==> config.mk <==
export PLATFORM = sky130hd
export DESIGN_NAME = alu_result_stage_simd_flat
export DESIGN_NICKNAME = d
export VERILOG_FILES = /design/src/rtl/alu_result_stage_simd_pkg.sv /design/src/rtl/alu_result_stage_simd_if.sv /design/src/rtl/alu_result_stage_simd_pattern_detect_lane.sv /design/src/rtl/alu_result_stage_simd.sv /design/src/flat_wrapper.sv
export SDC_FILE = /design/constraint.sdc
export NUM_CORES = 1
export LEC_CHECK = 0
export BUFFER_PORTS_ARGS = -buffer_cell sky130_fd_sc_hd__clkbuf_2
export CAP_MARGIN = 20
export CELL_PAD_IN_SITES_DETAIL_PLACEMENT = 0
export CELL_PAD_IN_SITES_GLOBAL_PLACEMENT = 2
export CORE_MARGIN = 2
export CORE_UTILIZATION = 31
export DETAILED_ROUTE_END_ITERATION = 16
export PLACE_DENSITY_LB_ADDON = 0.1
export REMOVE_ABC_BUFFERS = 1
export SETUP_SLACK_MARGIN = 0.05
export SKIP_LAST_GASP = 1
export SLEW_MARGIN = 10
export SYNTH_ARGS = -nofsm -noshare
export SYNTH_HDL_FRONTEND = slang
export SYNTH_HIERARCHICAL = 1
export SYNTH_SLANG_ARGS = --single-unit
==> constraint.sdc <==
create_clock -name clk -period 1.4 [get_ports clk]
set_clock_uncertainty 0.05 [all_clocks]
set_input_delay 0.07 -clock clk [delete_from_list [all_inputs] [get_ports clk]]
set_output_delay 0.07 -clock clk [all_outputs]
set_load 0.005 [all_outputs]
==> src/rtl/alu_result_stage_simd_pkg.sv <==
// Shared definitions for the SIMD ALU result stage: lane geometry, SIMD
// mode encoding and the auto-reset selector values.
package pirdsp_alu_pkg;

  typedef enum logic {
    mode_16x16   = 1'b0,
    mode_sum_8x8 = 1'b1
  } simd_mode_e;

  localparam int AR_NONE    = 0;
  localparam int AR_MATCH   = 1;
  localparam int AR_NOMATCH = 2;

  localparam int LANE_WIDTH = 16;
  localparam int LANE_COUNT = 2;

endpackage

==> src/rtl/alu_result_stage_simd_if.sv <==
// Bus between the SIMD ALU side (master) and the result stage (slave).
// ACC_COUNT only exists when ALU_RESULT_ACC_COUNT_EN is defined.
interface alu_result_stage_simd_if;

  logic        CEP;
  logic        RSTP;
  logic        USE_SIMD;
  logic [31:0] S;
  logic [1:0]  result_SIMD_carry_out;
  logic [31:0] P;
  logic [1:0]  CARRYOUT;
  logic [1:0]  PATTERNDETECT;
  logic [1:0]  PATTERNBDETECT;
  logic [1:0]  OVERFLOW;
  logic [1:0]  UNDERFLOW;
`ifdef ALU_RESULT_ACC_COUNT_EN
  logic [7:0]  ACC_COUNT;
`endif

  modport master (
    output CEP, RSTP, USE_SIMD, S, result_SIMD_carry_out,
    input  P, CARRYOUT, PATTERNDETECT, PATTERNBDETECT, OVERFLOW, UNDERFLOW
`ifdef ALU_RESULT_ACC_COUNT_EN
    , input ACC_COUNT
`endif
  );

  modport slave (
    input  CEP, RSTP, USE_SIMD, S, result_SIMD_carry_out,
    output P, CARRYOUT, PATTERNDETECT, PATTERNBDETECT, OVERFLOW, UNDERFLOW
`ifdef ALU_RESULT_ACC_COUNT_EN
    , output ACC_COUNT
`endif
  );

endinterface

==> src/rtl/alu_result_stage_simd_pattern_detect_lane.sv <==
// Masked compare of one lane against a pattern and its complement.
// A set MASK bit removes that bit from both compares.
module pattern_detect_lane #(
  parameter int               WIDTH        = 16,
  parameter logic [WIDTH-1:0] LANE_PATTERN = '0,
  parameter logic [WIDTH-1:0] LANE_MASK    = '0
) (
  input  logic [WIDTH-1:0] data_i,
  output logic             match_o,
  output logic             barMatch_o
);

  assign match_o    = ((data_i ^ LANE_PATTERN) & ~LANE_MASK) == '0;
  assign barMatch_o = ((data_i ^ ~LANE_PATTERN) & ~LANE_MASK) == '0;

endmodule

==> src/rtl/alu_result_stage_simd.sv <==
// Output register stage behind the 2x16 SIMD ALU: registers P and carries,
// detects pattern / pattern-bar per lane, derives overflow/underflow from the
// detect history and optionally auto-clears lanes on (no-)match.
// Optional feature macro: ALU_RESULT_ACC_COUNT_EN adds an 8-bit saturating
// load counter for lane0 on ACC_COUNT.
module alu_result_stage_simd
  import pirdsp_alu_pkg::*;
#(
  parameter logic [31:0] PATTERN          = 32'h0000_0000,
  parameter logic [31:0] MASK             = 32'h0000_0000,
  parameter int          AUTORESET_PATDET = AR_NONE
) (
  input logic                    clk,
  input logic                    rst_n,
  alu_result_stage_simd_if.slave bus
);

  logic                  simdMode;
  logic [LANE_COUNT-1:0] laneTrig;
  logic [LANE_COUNT-1:0] laneClear;
  logic [LANE_COUNT-1:0] laneMatch;
  logic [LANE_COUNT-1:0] laneBarMatch;

  logic [31:0]           p_d, p_q;
  logic [LANE_COUNT-1:0] carry_d, carry_q;
  logic [LANE_COUNT-1:0] pd_d, pd_q;
  logic [LANE_COUNT-1:0] pbd_d, pbd_q;
  logic [LANE_COUNT-1:0] pdPast_q, pbdPast_q;

  assign simdMode = (bus.USE_SIMD == mode_sum_8x8);

  // Decide which lanes clear this edge; in 32-bit mode bit0 holds the whole-word detect and clears both halves.
  always_comb begin
    laneTrig = '0;
    case (AUTORESET_PATDET)
      AR_NONE:    laneTrig = '0;
      AR_MATCH:   laneTrig = pd_q;
      AR_NOMATCH: laneTrig = ~pd_q;
      default:    laneTrig = '0;
    endcase
    laneClear = simdMode ? laneTrig : {LANE_COUNT{laneTrig[0]}};
  end

  // Next-state data: cleared lanes load zero (and their carry), so their detects are recomputed on zero.
  always_comb begin
    p_d     = bus.S;
    carry_d = bus.result_SIMD_carry_out & ~laneClear;
    if (laneClear[0]) p_d[LANE_WIDTH-1:0] = '0;
    if (laneClear[1]) p_d[2*LANE_WIDTH-1:LANE_WIDTH] = '0;
  end

  pattern_detect_lane #(
    .WIDTH       (LANE_WIDTH),
    .LANE_PATTERN(PATTERN[LANE_WIDTH-1:0]),
    .LANE_MASK   (MASK[LANE_WIDTH-1:0])
  ) uLane0 (
    .data_i    (p_d[LANE_WIDTH-1:0]),
    .match_o   (laneMatch[0]),
    .barMatch_o(laneBarMatch[0])
  );

  pattern_detect_lane #(
    .WIDTH       (LANE_WIDTH),
    .LANE_PATTERN(PATTERN[2*LANE_WIDTH-1:LANE_WIDTH]),
    .LANE_MASK   (MASK[2*LANE_WIDTH-1:LANE_WIDTH])
  ) uLane1 (
    .data_i    (p_d[2*LANE_WIDTH-1:LANE_WIDTH]),
    .match_o   (laneMatch[1]),
    .barMatch_o(laneBarMatch[1])
  );

  // Combine lane detects: independent in SIMD mode, one whole-word result replicated in 32-bit mode.
  always_comb begin
    pd_d  = simdMode ? laneMatch    : {LANE_COUNT{&laneMatch}};
    pbd_d = simdMode ? laneBarMatch : {LANE_COUNT{&laneBarMatch}};
  end

  // Result, carry, detect and detect-history registers; RSTP beats CEP.
  always_ff @(posedge clk or negedge rst_n) begin
    if (!rst_n) begin
      p_q       <= '0;
      carry_q   <= '0;
      pd_q      <= '0;
      pbd_q     <= '0;
      pdPast_q  <= '0;
      pbdPast_q <= '0;
    end else if (bus.RSTP) begin
      p_q       <= '0;
      carry_q   <= '0;
      pd_q      <= '0;
      pbd_q     <= '0;
      pdPast_q  <= '0;
      pbdPast_q <= '0;
    end else if (bus.CEP) begin
      p_q       <= p_d;
      carry_q   <= carry_d;
      pd_q      <= pd_d;
      pbd_q     <= pbd_d;
      pdPast_q  <= pd_q;
      pbdPast_q <= pbd_q;
    end
  end

  assign bus.P              = p_q;
  assign bus.CARRYOUT       = carry_q;
  assign bus.PATTERNDETECT  = pd_q;
  assign bus.PATTERNBDETECT = pbd_q;
  assign bus.OVERFLOW       = pdPast_q & ~pd_q & ~pbd_q;
  assign bus.UNDERFLOW      = pbdPast_q & ~pd_q & ~pbd_q;

`ifdef ALU_RESULT_ACC_COUNT_EN
  logic [7:0] accCount_d, accCount_q;

  // Lane0 load counter: restarts on a lane0 clear, otherwise counts up and sticks at 255.
  always_comb begin
    accCount_d = accCount_q;
    if (laneClear[0])              accCount_d = '0;
    else if (accCount_q != 8'hFF)  accCount_d = accCount_q + 8'd1;
  end

  // Counter register follows the same reset/RSTP/CEP priority as the data path.
  always_ff @(posedge clk or negedge rst_n) begin
    if (!rst_n)          accCount_q <= '0;
    else if (bus.RSTP)   accCount_q <= '0;
    else if (bus.CEP)    accCount_q <= accCount_d;
  end

  assign bus.ACC_COUNT = accCount_q;
`endif

endmodule

==> src/flat_wrapper.sv <==
// flat-port wrapper written by rule: the top's interface ports become plain ports
module alu_result_stage_simd_flat import pirdsp_alu_pkg::*;
#(
  parameter logic [31:0] PATTERN          = 32'h0000_0000,
  parameter logic [31:0] MASK             = 32'h0000_0000,
  parameter int          AUTORESET_PATDET = AR_NONE
)
  (clk, rst_n, bus_CEP, bus_RSTP, bus_USE_SIMD, bus_S, bus_result_SIMD_carry_out, bus_P, bus_CARRYOUT, bus_PATTERNDETECT, bus_PATTERNBDETECT, bus_OVERFLOW, bus_UNDERFLOW);
  alu_result_stage_simd_if bus_i ();
  input logic clk;
  input logic rst_n;
  input wire logic [$bits(bus_i.CEP)-1:0] bus_CEP;
  input wire logic [$bits(bus_i.RSTP)-1:0] bus_RSTP;
  input wire logic [$bits(bus_i.USE_SIMD)-1:0] bus_USE_SIMD;
  input wire logic [$bits(bus_i.S)-1:0] bus_S;
  input wire logic [$bits(bus_i.result_SIMD_carry_out)-1:0] bus_result_SIMD_carry_out;
  output wire logic [$bits(bus_i.P)-1:0] bus_P;
  output wire logic [$bits(bus_i.CARRYOUT)-1:0] bus_CARRYOUT;
  output wire logic [$bits(bus_i.PATTERNDETECT)-1:0] bus_PATTERNDETECT;
  output wire logic [$bits(bus_i.PATTERNBDETECT)-1:0] bus_PATTERNBDETECT;
  output wire logic [$bits(bus_i.OVERFLOW)-1:0] bus_OVERFLOW;
  output wire logic [$bits(bus_i.UNDERFLOW)-1:0] bus_UNDERFLOW;
  assign bus_i.CEP = bus_CEP;
  assign bus_i.RSTP = bus_RSTP;
  assign bus_i.USE_SIMD = bus_USE_SIMD;
  assign bus_i.S = bus_S;
  assign bus_i.result_SIMD_carry_out = bus_result_SIMD_carry_out;
  assign bus_P = bus_i.P;
  assign bus_CARRYOUT = bus_i.CARRYOUT;
  assign bus_PATTERNDETECT = bus_i.PATTERNDETECT;
  assign bus_PATTERNBDETECT = bus_i.PATTERNBDETECT;
  assign bus_OVERFLOW = bus_i.OVERFLOW;
  assign bus_UNDERFLOW = bus_i.UNDERFLOW;
  alu_result_stage_simd #(.PATTERN(PATTERN), .MASK(MASK), .AUTORESET_PATDET(AUTORESET_PATDET)) u_core (.clk(clk), .rst_n(rst_n), .bus(bus_i));
endmodule
==> summary.md <==
| Metric | Value |
|---|---|
| Status | `completed` |
| Max-Cap Viols | `0` |
| Share of the synthesized area in the top cell type | `0.545` |
| Input/output buffers | `80` |
| Final setup viols | `0` |
| Lkg Pwr | `1.37 nW` |
| Fmax | `0.762 GHz` |
| Post-synth top cells | `dfrtp_1, mux2i_1, nor2_1` |
| Crit path DAT | `1.49 ns` |
| Ys async rst share | `1.00` |
| Yosys reg bits | `42` |
| Clock transition at path regs | `0.09 ns` |
| DRC errors left | `0` |
| Dpl hpwl | `3.49 mm` |
| Area contributors post-synth | `dfrtp_1, mux2i_1, nor2_1` |
| Launch point of the critical path | `bus_S[29]` |
| Grt ovf | `0` |
| Final max-slew violation count | `0` |
| Ant. Diodes | `0` |
| Distinct cells, synth | `15` |
| First drt pass iteration count | `4` |
| Fin util | `0.435` |
| Hold EP | `u_core/bus.P[9]` |
| Post-DRT Antenna Nets | `0` |
| Area delta synth->final | `34.3%` |
| Via count | `1583` |
| RSZ-0062 raised after global routing | `true` |
| Fin Setup TNS | `0 ns` |
| Die Ht | `82.9 um` |
| CTS tree | `built` |
| Syn avg cell area | `11.8 um^2` |
| Setup crit end kind | `flop` |
| Post-synth EDFFs | `0` |
| R2r startpoint | `u_core/bus.PATTERNDETECT[0]` |
| Final hold violations | `0` |
| Yosys top cell by area | `dfrtp_1` |
| Worst r2r dst | `u_core/pdPast_q[0]` |
| Slew margin rel. | `0.635` |
| Placed cell area | `2350 um^2` |
| First-pass GRT wire length | `7.98 mm` |
| Core Area | `5960 um^2` |
| Worst-Margin Slew | `0.547 ns` |
| Initial antenna violation count | `0` |
| Most frequent cell after synthesis | `dfrtp_1` |
| Starting Density | `0.324` |
| Fin nets | `291` |
| Hold Crit Depth | `3` |
| Wire per inst | `15.0 um` |
| R2r setup slk | `0.55 ns` |
| I/O pin count | `81` |
| Num rows | `28` |
| CTS Sinks | `42` |
| Vias/cell | `4.83` |
| Worst Path Required | `1.58 ns` |
| CP max FO | `3` |
| Largest net degree at the start of global routing | `47` |
| HP Class | `primary input to flop` |
| Synth Instances | `164` |
| Min Tclk post-route | `1.31 ns` |
| Post-Syn Area | `1930 um^2` |
| Postcts setup bufs | `0` |
| Vias in the first global route | `1551` |
| Full die area | `6870 um^2` |
| Initial drt markers | `54` |
| CP Class | `primary input to flop` |
| Final instance area | `2590 um^2` |
| Layout cells sized above 1 | `0.372` |
| Sequential area share after synthesis | `0.545` |
| Startpoint Class | `primary input` |
| Synth Warn # | `6` |
| Startpoint of the worst hold path | `bus_S[9]` |
| Root Buffer | `clkbuf_8` |
| Period utilization | `0.937` |
| Deepest clock path buffer count | `2` |
| Tot GR Track Use | `0.145` |
| Die Wd | `82.9 um` |
| Final hold slack | `0.00831 ns` |
| Worst skew pair latency | `0.29 ns` |
| Cell Pwr Density | `1090 nW/um^2` |
| Clock buffer count from CTS | `5` |
| Gp weighted congestion | `0.766` |
| Peak supply drop | `499 uV` |
| FF-to-FF path depth | `2` |
| Drt total wl | `4.91 mm` |
| Htree depth | `2` |
| Dominant register cell in the synthesized netlist | `dfrtp_1` |
final cells by class:
type | instances | area, um^2
Tap cell | 75 | 93.8
Sequential cell | 42 | 1050
Multi-Input combinational cell | 112 | 773
Timing Repair Buffer | 91 | 528
Fill cell | 595 | 3370
Clock buffer | 6 | 82.6
Clock inverter | 2 | 60.1
metal layers:
| layer | part of all wire | global-route usage | up-vias | routed length, um |
|---|---|---|---|---|
| li1 | - | - | 760 | - |
| met2 | 0.47 | 0.225 | 49 | 2300 |
| met5 | 0 | 0 | - | 0 |
| met1 | 0.46 | 0.192 | 769 | 2270 |
| met3 | 0.062 | 0.0507 | 5 | 302 |
| met4 | 0.0077 | 0.0387 | 0 | 38 |
through the flow:
stage | power [mW] | instances | worst slack (ns)
detailed placement | 1.66 | 312 | 0.154
finish | 2.83 | 328 | 0.0885
global placement | 1.65 | 312 | 0.157
CTS | 2.88 | 328 | 0.0904
global route | 2.96 | 328 | 0.0403
floorplan | 1.42 | 154 | 0.547
kinds of logic after synthesis:
| logic type | synth area share |
|---|---|
| mux | 0.197 |
| buf+inv | 0.0597 |
| compound gates | 0.0279 |
| simple gates | 0.170 |
| flops | 0.545 |
worst max-delay path: stages:
cell and delay (ns):
dlygate4sd3_1 0.54, clkbuf_2 0.13, nor4_2 0.25, and4_1 0.27
o211ai_1 0.11, a21oi_1 0.13
power by group:
group / internal [mW] / leakage, nW / total [mW] / switching, mW
Clock: 0.761 / 0.0714 / 1.18 / 0.423
Sequential: 1.27 / 0.563 / 1.30 / 0.0312
Combinational: 0.167 / 0.736 / 0.351 / 0.185
Total: 2.19 / 1.37 / 2.83 / 0.639
worst max path at each step:
stage	to	depth (start not counted)
after detailed placement	u_core/bus.PATTERNDETECT[0]	5
after floorplan	u_core/bus.PATTERNDETECT[1]	4
after CTS	u_core/bus.PATTERNDETECT[0]	6
after global placement	u_core/bus.PATTERNDETECT[1]	5
after global routing	u_core/bus.PATTERNDETECT[0]	6
final	u_core/bus.PATTERNDETECT[0]	6
state kept, by name, summed over array words and instances (netlist names):
signal                     flops
u_core/bus.PATTERNBDETECT      2
u_core/bus.CARRYOUT            2
u_core/pdPast_q                2
u_core/bus.P                  32
u_core/bus.PATTERNDETECT       2
u_core/pbdPast_q               2
layout by cell type, fill, tap and decap left out, types with 3 or more instances in the layout:
| cell type | instances |
|---|---|
| a21oi_1 | 3 |
| clkbuf_2 | 80 |
| o211ai_1 | 4 |
| nand4_1 | 8 |
| nor3b_1 | 3 |
| dlygate4sd3_1 | 8 |
| dfrtp_1 | 42 |
| clkbuf_8 | 6 |
| nor2_1 | 38 |
| nor4_1 | 9 |
| nand2b_1 | 4 |
| mux2i_1 | 38 |
timing repair:
action,4_1_cts,5_1_grt
endpoints found under the hold margin,49,0
hold buffers,8,0
endpoints found under the setup margin,0,3
gates resized for setup,0,2
Power figures use the tool's default switching activity.
